<file path="src/rtl/cosim_run_ctrl.sv">
// Cosim run controller: staggered per-domain reset release, run-cycle counter,
// kickable watchdog, waveform dump-window gate and sticky finish/fault verdict.
module cosim_run_ctrl #(
  parameter int unsigned CYCLE_WIDTH   = 64,
  parameter int unsigned NUM_RESETS    = 2,
  parameter int unsigned RESET_HOLD    = 2,
  parameter int unsigned RESET_STAGGER = 1,
  parameter int unsigned WDT_WIDTH     = 32
) (
  input  logic                   clock,
  input  logic                   reset,
  input  logic [WDT_WIDTH-1:0]   wdt_timeout,
  input  logic                   wdt_kick,
  input  logic                   done_req,
  input  logic [CYCLE_WIDTH-1:0] dump_start,
  input  logic [CYCLE_WIDTH-1:0] dump_end,
  output logic [NUM_RESETS-1:0]  sub_reset,
  output logic [CYCLE_WIDTH-1:0] cycle,
  output logic                   dump_en,
  output logic                   finish,
  output logic                   fatal,
  output logic [1:0]             fatal_code
);

  localparam int unsigned LAST_HOLD = RESET_HOLD + (NUM_RESETS - 1) * RESET_STAGGER;
  localparam int unsigned SEQ_WIDTH = $clog2(LAST_HOLD + 2);

  localparam logic [1:0] CODE_NONE = 2'd0;
  localparam logic [1:0] CODE_WDT  = 2'd1;
  localparam logic [1:0] CODE_DUMP = 2'd2;

  typedef enum logic [1:0] {
    S_SEQ   = 2'd0,
    S_RUN   = 2'd1,
    S_DONE  = 2'd2,
    S_FAULT = 2'd3
  } state_t;

  state_t                 r_state;
  logic [SEQ_WIDTH-1:0]   r_seq_cnt;
  logic [NUM_RESETS-1:0]  r_sub_reset;
  logic [CYCLE_WIDTH-1:0] r_cycle;
  logic [WDT_WIDTH-1:0]   r_wdt_cnt;
  logic                   r_dump_en;
  logic                   r_finish;
  logic                   r_fatal;
  logic [1:0]             r_fatal_code;

  state_t                 w_state_nxt;
  logic [SEQ_WIDTH-1:0]   w_seq_nxt;
  logic [NUM_RESETS-1:0]  w_sub_nxt;
  logic [CYCLE_WIDTH-1:0] w_cycle_inc;
  logic [CYCLE_WIDTH-1:0] w_cycle_nxt;
  logic [WDT_WIDTH-1:0]   w_wdt_inc;
  logic [WDT_WIDTH-1:0]   w_wdt_nxt;
  logic                   w_dump_nxt;
  logic                   w_finish_nxt;
  logic                   w_fatal_nxt;
  logic [1:0]             w_code_nxt;

  // Both counters saturate; a kick clears the watchdog instead of advancing it
  assign w_cycle_inc = (&r_cycle) ? r_cycle : r_cycle + CYCLE_WIDTH'(1);
  assign w_wdt_inc   = wdt_kick ? '0 :
                       ((&r_wdt_cnt) ? r_wdt_cnt : r_wdt_cnt + WDT_WIDTH'(1));

  // State and output register
  always_ff @(posedge clock) begin
    if (reset) begin
      r_state      <= S_SEQ;
      r_seq_cnt    <= '0;
      r_sub_reset  <= '1;
      r_cycle      <= '0;
      r_wdt_cnt    <= '0;
      r_dump_en    <= 1'b0;
      r_finish     <= 1'b0;
      r_fatal      <= 1'b0;
      r_fatal_code <= CODE_NONE;
    end else begin
      r_state      <= w_state_nxt;
      r_seq_cnt    <= w_seq_nxt;
      r_sub_reset  <= w_sub_nxt;
      r_cycle      <= w_cycle_nxt;
      r_wdt_cnt    <= w_wdt_nxt;
      r_dump_en    <= w_dump_nxt;
      r_finish     <= w_finish_nxt;
      r_fatal      <= w_fatal_nxt;
      r_fatal_code <= w_code_nxt;
    end
  end

  // Next-state and next-output logic
  always_comb begin
    w_state_nxt  = r_state;
    w_seq_nxt    = r_seq_cnt;
    w_sub_nxt    = '0;
    w_cycle_nxt  = r_cycle;
    w_wdt_nxt    = r_wdt_cnt;
    w_finish_nxt = r_finish;
    w_fatal_nxt  = r_fatal;
    w_code_nxt   = r_fatal_code;

    case (r_state)
      S_SEQ: begin
        w_seq_nxt = r_seq_cnt + SEQ_WIDTH'(1);
        for (int unsigned i = 0; i < NUM_RESETS; i++) begin
          w_sub_nxt[i] = (32'(r_seq_cnt) < (RESET_HOLD + i * RESET_STAGGER));
        end
        if (32'(r_seq_cnt) >= LAST_HOLD) begin
          w_state_nxt = S_RUN;
        end
      end
      S_RUN: begin
        w_cycle_nxt = w_cycle_inc;
        w_wdt_nxt   = w_wdt_inc;
        if (done_req) begin
          w_state_nxt  = S_DONE;
          w_finish_nxt = 1'b1;
        end else if ((wdt_timeout != '0) && (w_wdt_inc == wdt_timeout)) begin
          w_state_nxt = S_FAULT;
          w_fatal_nxt = 1'b1;
          w_code_nxt  = CODE_WDT;
        end else if ((dump_end != '0) && (w_cycle_inc == dump_end)) begin
          // Fault lands with cycle showing dump_end, one past the last dumped cycle
          w_state_nxt = S_FAULT;
          w_fatal_nxt = 1'b1;
          w_code_nxt  = CODE_DUMP;
        end
      end
      default: begin
        w_state_nxt = r_state;
      end
    endcase

    // Registered from next-state values so dump_en lines up with cycle
    w_dump_nxt = (w_state_nxt == S_RUN) && (w_cycle_nxt >= dump_start) &&
                 ((dump_end == '0) || (w_cycle_nxt < dump_end));
  end

  assign sub_reset  = r_sub_reset;
  assign cycle      = r_cycle;
  assign dump_en    = r_dump_en;
  assign finish     = r_finish;
  assign fatal      = r_fatal;
  assign fatal_code = r_fatal_code;

endmodule

</file>
<file path="config.mk">
export PLATFORM = sky130hd
export DESIGN_NAME = cosim_run_ctrl
export DESIGN_NICKNAME = d
export VERILOG_FILES = /design/src/rtl/cosim_run_ctrl.sv
export SDC_FILE = /design/constraint.sdc
export NUM_CORES = 1
export LEC_CHECK = 0
export CAP_MARGIN = 10
export CORE_MARGIN = 4
export CORE_UTILIZATION = 49
export DETAILED_ROUTE_END_ITERATION = 8
export GPL_ROUTABILITY_DRIVEN = 1
export GPL_TIMING_DRIVEN = 0
export PLACE_DENSITY = 0.74
export SYNTH_ARGS = -nofsm -noshare
export SYNTH_HDL_FRONTEND = slang
export SYNTH_SLANG_ARGS = --single-unit
</file>
<file path="constraint.sdc">
create_clock -name clock -period 6.3 [get_ports clock]
set_input_delay 1.26 -clock clock [delete_from_list [all_inputs] [get_ports clock]]
set_output_delay 1.26 -clock clock [all_outputs]
set_load 0.05 [all_outputs]
</file>
==> summary.md <==
| Metric | Value |
|---|---|
| Worst-Skew Late Latency | 0.38 ns |
| Final Max Slew Viols | 0 |
| Synth async-reset ratio | 0% |
| RSZ-0062 raised after global routing | no |
| P&R area growth vs syn | 23.6% |
| Final instance area | 16400 um^2 |
| Antenna diodes | 0 |
| Worst Setup End Kind | flip-flop |
| Register bit count reported by yosys | 108 |
| Placement Cell Area | 16000 um^2 |
| Worst EP arrival | 6.56 ns |
| Grt ovf | 0 |
| Worst-Margin Slew | 1.45 ns |
| IO Pins | 235 |
| Clock-pin slew on the worst setup and hold paths | 0.09 ns |
| Sink Count | 108 |
| Via count | 16115 |
| Required time worst endpoint | 6.60 ns |
| DR WL/cell | 25.4 um |
| Worst rel slew slack | 2.78% |
| Slowest CP cell | nor4_4 |
| Leakage power | 6.47 nW |
| Gate Count Post-Synth | 1835 |
| Die Footprint | 29700 um^2 |
| CP Class | flip-flop to flip-flop |
| Largest net degree at the start of global routing | 23 |
| Final worst-path cycle share | 99.3% |
| Slowest cell delay on critical path | 0.69 ns |
| Final wirelength | 61400 um |
| P per Cell Area | 122 nW/um^2 |
| Flop-to-flop setup slack | 0.04 ns |
| Seq/Total Area, Yosys | 16.3% |
| Min Tclk post-route | 6.26 ns |
| Gr usage total | 40.1% |
| Total design power | 0.00200 W |
| Die H | 172 um |
| Hold worst-path end | fatal_code[0] |
| # fillers | 2382 |
| Worst reg2reg path depth | 18 |
| EDFF count, synth | 0 |
| WHS Path Cells | 2 |
| CTS Buf Count | 9 |
| Max IR drop VDD | 157 uV |
| Nets | 2374 |
| TritonCTS clock tree | done |
| Fraction of layout cells with a size suffix above 1 | 4.41% |
| Register Area | 2160 um^2 |
| Hold Path Origin | fatal_code[0] |
| Initial antenna violation count | 0 |
| First-pass GRT wire length | 91400 um |
| Mapped cell area | 13200 um^2 |
| Synth Flop Type | dfxtp_1 |
| Max cap viols | 0 |
| Initial drt markers | 2009 |
| Final hold vios | 0 |
| Vias in the first global route | 15409 |
| Die width | 172 um |
| FMAX | 160 MHz |
| DP Cell Count | 2400 |
| CTS H-tree depth | 3 |
| Nature of the critical path startpoint | flip-flop |
| Status | completed |
| IO buf count | 230 |
| Final setup fails | 0 |
| Worst Hold Class | flip-flop to flip-flop |
| Core area | 26400 um^2 |
| Syn nets | 2130 |
| Sequence of cells on the critical path | clkbuf_1 > nand4_2 > or3_1 > clkbuf_1 > nor4_4 > nor2_1 > nand2_1 > nor2_1 > xor2_1 > ha_1 > a31o_2 > a21o_1 > a221oi_1 > o21ai_0 > a221oi_2 > o211ai_1 > nor4_1 > o2bb2ai_1 |
| Row Count | 59 |
| Multi-input logic area | 10200 um^2 |
| Root buf cell | clkbuf_16 |
| Clk buf depth | 2 |
| Final Non-Filler Cells | 2419 |
| CTS Hold Bufs | 0 |
| Netlist cell types | 84 |
| Detail Placement HPWL | 50000 um |
| Router iterations before antenna repair | 6 |
| Clock Skew | 0.0212 ns |
| Starting Density | 50.3% |
| Critical-path maximum fanout | 9 |
| DR DRC count | 0 |
| RR Endpoint | dump_en |
| Avg Cell Area, Syn | 7.22 um^2 |
| Antenna Nets Post-Route | 0 |
| Reg-to-reg startpoint | cycle[23] |
| Syn. warnings | 0 |
| Vias per cell | 6.66 |
| RePlAce Congestion | 1.00 |
## critical path: cells and delay by family (launching register included)
family | cells | cell delay (ns)
flip-flops | 1 | 0.34
AND/OR/NAND/NOR | 7 | 2.70
XOR/XNOR | 1 | 0.34
adder cells (fa/ha/maj) | 1 | 0.32
AO/OA/AOI/OAI | 7 | 1.79
buffers and inverters | 2 | 0.67
## synth_stat cells (13+ instances only)
cell type	instances	area, um^2
dfxtp_1	108	2160
nor4_1	65	407
or4_1	17	128
buf_2	19	95.1
nand4_1	92	576
o21ai_0	88	440
a21o_1	15	113
nor3_1	71	355
a211oi_1	24	180
nor2_1	136	510
xor2_1	77	674
ha_1	131	1640
nor2b_1	79	494
clkbuf_1	67	251
or3_1	31	194
xnor2_1	98	858
nand3_1	62	310
nand2_1	141	529
a2111oi_0	15	131
inv_1	145	544
o21a_1	14	105
o211ai_1	14	105
and4_1	17	149
a21oi_1	87	435
and3_1	19	119
o31ai_1	13	97.6
## report_power, final
| part | internal [W] | switching (W) | total [W] | leakage [nW] |
|---|---|---|---|---|
| clock | 0.000288 | 0.000346 | 0.000634 | 0.151 |
| sequential | 0.000704 | 0.0000215 | 0.000725 | 0.871 |
| combinational | 0.000238 | 0.000400 | 0.000638 | 5.45 |
## metal layers
layer | track usage, % | vias up | routed length (um)
met2 | 61.5 | 1108 | 26100
met4 | 16.5 | 0 | 2840
li1 | - | 7207 | -
met1 | 54.7 | 7613 | 25300
met5 | 0 | - | 0
met3 | 8.57 | 187 | 7100
## flip-flops by register name (all words and copies together) (netlist names)
name,count
fatal,1
cycle,64
r_wdt_cnt,32
r_state,2
r_seq_cnt,3
fatal_code,2
sub_reset,2
dump_en,1
finish,1
## how the worst max path moves through the flow
stage	startpoint	endpoint	slack, ns
2_1_floorplan	cycle[1]	dump_en	1.56
3_3_place_gp	cycle[1]	dump_en	-0.45
3_5_place_dp	cycle[1]	dump_en	-0.54
4_1_cts	cycle[17]	dump_en	0.05
5_1_grt	cycle[23]	dump_en	0.04
6_report	cycle[23]	dump_en	0.04
## through the flow
stage                     setup TNS (ns)  setup slack, ns  util, %  hold WS (ns)
after floorplan                        0             1.56        -         0.465
after global placement            -0.454           -0.454     60.6         0.452
after detailed placement          -0.535           -0.535     60.6         0.476
after CTS                              0           0.0524     61.9         0.493
after global routing                   0           0.0353     62.1         0.520
final                                  0           0.0423     62.1         0.492
## cell usage in the layout (no fill, tap or decap), types with 19 or more instances in the layout
| master | count |
|---|---|
| a21oi_1 | 87 |
| nand3_1 | 61 |
| clkdlybuf4s50_1 | 230 |
| nor3_1 | 70 |
| and3_1 | 19 |
| a211oi_1 | 24 |
| nand4_1 | 92 |
| xor2_1 | 77 |
| nand2_1 | 141 |
| ha_1 | 130 |
| or3_1 | 31 |
| nor2b_1 | 79 |
| nor4_1 | 64 |
| o21ai_0 | 87 |
| dfxtp_1 | 108 |
| inv_1 | 145 |
| nor2_1 | 134 |
| buf_2 | 19 |
| clkbuf_1 | 62 |
| xnor2_1 | 98 |
## logic make-up after synthesis
family,synth area share [%]
and+or+nand+nor,33.6
xor gates and xnor gates,11.9
DFF,16.3
muxes,0.312
adders and majority gates,12.4
AOI/OAI and AO/OA,18.4
buffers and inverters,7.09
## what timing repair did
item	4_1_cts	5_1_grt
gates resized for setup	6	5
pin swaps	1	3
endpoints found under the setup margin	1	1
buffers inserted	1	7
## layout make-up
| type | instances | share of cell area, % |
|---|---|---|
| Timing Repair Buffer | 238 | 14.4 |
| Tap cell | 335 | 2.56 |
| Sequential cell | 108 | 13.2 |
| Buffer | 91 | 2.30 |
| Clock inverter | 7 | 0.527 |
| Multi-Input combinational cell | 1486 | 62.3 |
| Inverter | 145 | 3.32 |
| Clock buffer | 9 | 1.38 |
Power figures use the tool's default switching activity.
==> patch 1, RTL diff (config.mk and constraints unchanged) <==
The parameter `CYCLE_WIDTH` goes from 64 to 32.
--- a/src/rtl/cosim_run_ctrl.sv
+++ b/src/rtl/cosim_run_ctrl.sv
@@ -1,7 +1,7 @@
 // Cosim run controller: staggered per-domain reset release, run-cycle counter,
 // kickable watchdog, waveform dump-window gate and sticky finish/fault verdict.
 module cosim_run_ctrl #(
-  parameter int unsigned CYCLE_WIDTH   = 64,
+  parameter int unsigned CYCLE_WIDTH   = 32,
   parameter int unsigned NUM_RESETS    = 2,
   parameter int unsigned RESET_HOLD    = 2,
   parameter int unsigned RESET_STAGGER = 1,
Interface: changed (resized cycle, dump_end and dump_start); port bits go from 235 to 139. No check against the original RTL was run, so the function may have changed too.
==> patch 1 against the unedited design <==
Area after synthesis is 36% lower. Routed wire length is 45% lower. Highest routed layer unchanged. Power fell by 25%. Sequential cell count is 32 lower. Worst setup slack improved by 0.62 ns. Die area fell by 35%. Via count is 38% lower. Global-route usage shrank 7.0 points. Utilization shrank 0.34 points. Clock skew shrank 0.012 ns. Fmax increased by 11%. Design area is 37% lower. First-iteration DRC count down 30%.
==> patch 1: results <==
group,metric,value,unit
synth,synthArstFlopShare,0,%
sta,clock_skew,0.00951,ns
min_path,hold_path.class,"reg2reg",
cts,clockBufferDepth,2,
synth,synth_adder_area_share,9.93,%
placed_design,portBuffers,136,
synth,synthTopCellsByArea,"dfxtp_1 (18%), ha_1 (9.9%), xnor2_1 (5.1%)",
synth,syn_avg_cell_area,7.21,um2
cells_and_area,insertedDiodeCount,0,
cts,root_buffer,"clkbuf_16",
synth,synth-compound-area-share,21.4,%
synth,ys_types,78,
setup_path,crit_path_max_fanout,10,
route,num_vias,9991,
cells_and_area,finalNetCount,1486,
cts,clkLatencyLatePin,0.35,ns
route,wirelength,33700,um
power_and_ir_drop,vdd_drop_max,0.238,mV
synth,synthesis.nets,1338,
synth,synthFlopType,"dfxtp_1",
cts,cts_resized,0,
cts,htreeDepth,3,
grt,grt_pass1_wl,51300,um
power_and_ir_drop,p_leak,4.16,nW
synth,synth.area.mux_share,2.27,%
cells_and_area,drive_above_1_share,4.01,%
grt,grt_max_degree,14,
synth,ys_seq_area_share,18.0,%
cts,cts_setup_buffers,0,
setup_path,critical-path-max-stage-delay,0.72,ns
route,viasPerCell,6.48,
setup_path,crit_slowest_cell,"nor4_1",
placed_design,dp_hpwl,27000,um
grt,grt_pass1_vias,8920,
placed_design,routabilityCongestion,1.00,
synth,synth_top_family_by_area,"simple AND/OR/NAND/NOR gates",
cells_and_area,n_fill_cell,1560,
synth,synth_common_cells,"nor2_1 (89), inv_1 (87), a21oi_1 (76), dfxtp_1 (76), nand2_1 (73)",
route,firstDrtPassIters,6,
grt,antenna_found_initial,0,
cts,cts_buffers,9,
grt,grt_use_total,33.1,%
synth,synth_xor_area_share,8.81,%
synth,synth-warning-count,0,
route,drt_iter0_markers,1398,
cts,path_clk_slew,0.06,ns
outcome,status,"finished, final reports clean",
sta,slew_headroom,6.64,%
setup_path,worstPathArrival,5.84,ns
patch 1: worst max-delay path: cells and delay by family, from the launching register on:
kind / cells / cell delay [ns]
buffers and inverters: 3 / 0.99
flip-flops: 1 / 0.32
adder cells (fa/ha/maj): 1 / 0.32
AO/OA/AOI/OAI: 5 / 1.39
XOR/XNOR: 1 / 0.40
AND/OR/NAND/NOR: 7 / 2.04
patch 1: through the flow:
stage | hold WS, ns | setup slack [ns] | total power [mW] | cell area, um2
2_1_floorplan | 0.449 | 1.91 | 0.805 | 8450
3_3_place_gp | 0.456 | 0.651 | 1.00 | 10100
3_5_place_dp | 0.489 | 0.616 | 1.01 | 10100
4_1_cts | 0.494 | 0.609 | 1.50 | 10300
5_1_grt | 0.525 | 0.323 | 1.57 | 10400
6_report | 0.492 | 0.664 | 1.50 | 10400
patch 1: final cells by class:
| class | count | share of cell area [%] |
|---|---|---|
| Multi-Input combinational cell | 934 | 60.8 |
| Sequential cell | 76 | 14.7 |
| Timing Repair Buffer | 137 | 13.2 |
| Inverter | 87 | 3.15 |
| Buffer | 74 | 2.91 |
| Tap cell | 220 | 2.66 |
| Clock buffer | 9 | 2.18 |
| Clock inverter | 6 | 0.399 |
patch 1: worst paths after layout:
check / startpoint / slack, ns / endpoint / depth (start not counted)
setup / recovery: cycle[5] / 0.66 / dump_en / 17
hold / removal: finish / 0.49 / finish / 2
setup reg to reg: cycle[5] / 0.66 / dump_en / 17
hold reg to reg: finish / 0.49 / finish / 2
patch 1: metal layers:
layer	vias up	global-route usage, %	share of wire, %
met5	-	0	0
met4	0	7.62	1.8
met3	51	7.55	12
met2	594	46.1	41
met1	4726	51.3	45
li1	4620	-	-
patch 1: power breakdown:
group	internal (mW)	switching, mW
sequential	0.506	0.0222
combinational	0.179	0.308
clock	0.265	0.225
==> patch 2, RTL diff (config.mk and constraints unchanged) <==
Without the edit above. Re-encode `state_t` (4 states) as one-hot, 4 bits wide.
--- a/src/rtl/cosim_run_ctrl.sv
+++ b/src/rtl/cosim_run_ctrl.sv
@@ -29,11 +29,11 @@
   localparam logic [1:0] CODE_WDT  = 2'd1;
   localparam logic [1:0] CODE_DUMP = 2'd2;
 
-  typedef enum logic [1:0] {
-    S_SEQ   = 2'd0,
-    S_RUN   = 2'd1,
-    S_DONE  = 2'd2,
-    S_FAULT = 2'd3
+  typedef enum logic [3:0] {
+    S_SEQ   = 4'b0001,
+    S_RUN   = 4'b0010,
+    S_DONE  = 4'b0100,
+    S_FAULT = 4'b1000
   } state_t;
 
   state_t                 r_state;
Check against the original RTL: no difference found for any inputs over 10 cycles, from zero or initial values and one cycle with reset high; not proved beyond that.
==> patch 2 against the unedited design <==
Power is 4.5% lower. Design area is 0.95% higher. Count of clock-buffer cells in the layout stayed put. Die area is 1.1% higher. Area after synthesis is 1.1% higher. Worst setup slack better by 0.019 ns. Sequential cell count is 2 higher. First-iteration DRC count is 2.6% lower. Critical endpoint unchanged. Routed wire length is 0.66% higher.
==> patch 2: results <==
group,metric,value,unit
synth,synth_xor_area_share,9.88,%
route,drt-wirelength-per-cell,25.1,um
cts,clockBufferDepth,2,
sta,slew_headroom,23.5,%
grt,grt_max_degree,20,
cts,path_clk_slew,0.09,ns
power_and_ir_drop,vdd_drop_max,0.138,mV
grt,grt_use_total,39.4,%
setup_path,timing.rr.start,"cycle[10]",
min_path,worst_hold_path.endpoint,"finish",
synth,synth.area.mux_share,1.46,%
cells_and_area,drive_above_1_share,4.38,%
cells_and_area,n_fill_cell,2485,
cells_and_area,finalNetCount,2412,
setup_path,crit_path_max_fanout,7,
grt,antenna_found_initial,2,
synth,synth-compound-area-share,19.1,%
route,num_vias,16200,
cts,cts_buffers,9,
setup_path,worstPathArrival,6.47,ns
setup_path,r2r_setup_slack,0.06,ns
outcome,status,"finished, final reports clean",
grt,grt_pass1_vias,15400,
placed_design,portBuffers,231,
sta,clock_skew,0.0155,ns
synth,synth_adder_area_share,12.2,%
cells_and_area,largest_reg_flops,64,
synth,synthTopCellsByArea,"dfxtp_1 (16%), ha_1 (12%), xnor2_1 (5.8%)",
sta,whs,0.488,ns
placed_design,dp_hpwl,50000,um
min_path,hold_start,"finish",
route,drt_iter0_markers,1957,
synth,synthesis.nets,2164,
power_and_ir_drop,p_leak,6.73,nW
synth,ys_seq_area_share,16.4,%
placed_design,post_dp_cell_area,16100,um2
synth,ys_types,80,
synth,synth_common_cells,"inv_1 (154), nand2_1 (148), ha_1 (131)",
setup_path,r2r_cells,21,
==> patch 2: cell types whose count changed in the layout (fill, tap and decap cells not counted), moves of 14 or more <==
cell / delta
and2_1: +67
nor2b_1: -63
a21o_1: +31
nand3_1: +27
o21ai_0: -20
a21oi_1: +17
xor2_1: -16
or3_1: -14
==> patch 2: worst max-delay path by stage <==
stage | from | end
6_report | cycle[10] | dump_en
5_1_grt | cycle[10] | dump_en
4_1_cts | cycle[3] | dump_en
3_5_place_dp | cycle[3] | dump_en
3_3_place_gp | cycle[3] | dump_en
2_1_floorplan | cycle[3] | dump_en
==> patch 2: cells by family after synthesis <==
kind of cell	after synthesis
and+or+nand+nor	818
muxes	19
AOI/OAI and AO/OA	386
buffers and inverters	254
xor gates and xnor gates	151
adders and majority gates	131
DFF	110
==> patch 2: power breakdown <==
group,total [mW],leakage [nW],internal [mW],switching (mW)
clock network,0.604,0.136,0.277,0.328
registers,0.735,0.887,0.716,0.0185
logic,0.569,5.71,0.230,0.339
total,1.91,6.73,1.22,0.685
==> patch 2: through the flow <==
step / power [mW] / setup slack (ns) / instances / utilization [%]
2_1_floorplan: 1.02 / 1.55 / 1869 / -
3_3_place_gp: 1.28 / -0.618 / 2441 / 59.9
3_5_place_dp: 1.29 / -0.773 / 2442 / 59.9
4_1_cts: 1.89 / 0.00793 / 2456 / 61.0
5_1_grt: 1.98 / 0.0445 / 2462 / 61.3
6_report: 1.91 / 0.0613 / 2462 / 61.3
==> patch 2: cell type report <==
type	instances	area share, %
sequential	110	13.3
tap	341	2.58
clock inverter	6	0.341
clock buffer	9	1.36
multi-input combinational	1505	62.1
inverter	154	3.50
timing repair buffer	239	14.3
buffer	98	2.48
==> patch 2: what timing repair did <==
| item | 4_1_cts | 5_1_grt |
|---|---|---|
| setup endpoints to repair | 1 | 1 |
| resized for setup | 5 | 12 |
| pin swaps | 1 | 2 |
| setup buffers | 1 | 4 |
==> patch 2: metal layers <==
metal | routed length (um) | up-vias | global-route usage (%)
li1 | - | 7327 | -
met1 | 25100 | 7455 | 54.1
met5 | 27 | - | 0
met3 | 7750 | 246 | 9.68
met4 | 3470 | 4 | 18.8
met2 | 25500 | 1176 | 57.8
==> patch 2: worst max-delay path, stage by stage, from the launching register on <==
cell      delay (ns)
dfxtp_1         0.34
clkbuf_1        0.35
nand4_1         0.36
or4_1           0.59
clkbuf_1        0.28
or4_1           0.46
clkbuf_1        0.23
nor2_2          0.31
nor4_2          0.14
nand4_1         0.15
xnor2_1         0.19
ha_1            0.31
a21o_1          0.18
a21o_1          0.17
a21oi_1         0.16
o21ai_0         0.16
a221o_1         0.38
nand2_1         0.06
nand4_1         0.19
a31oi_1         0.39
a32oi_1         0.24
nor4b_2         0.43
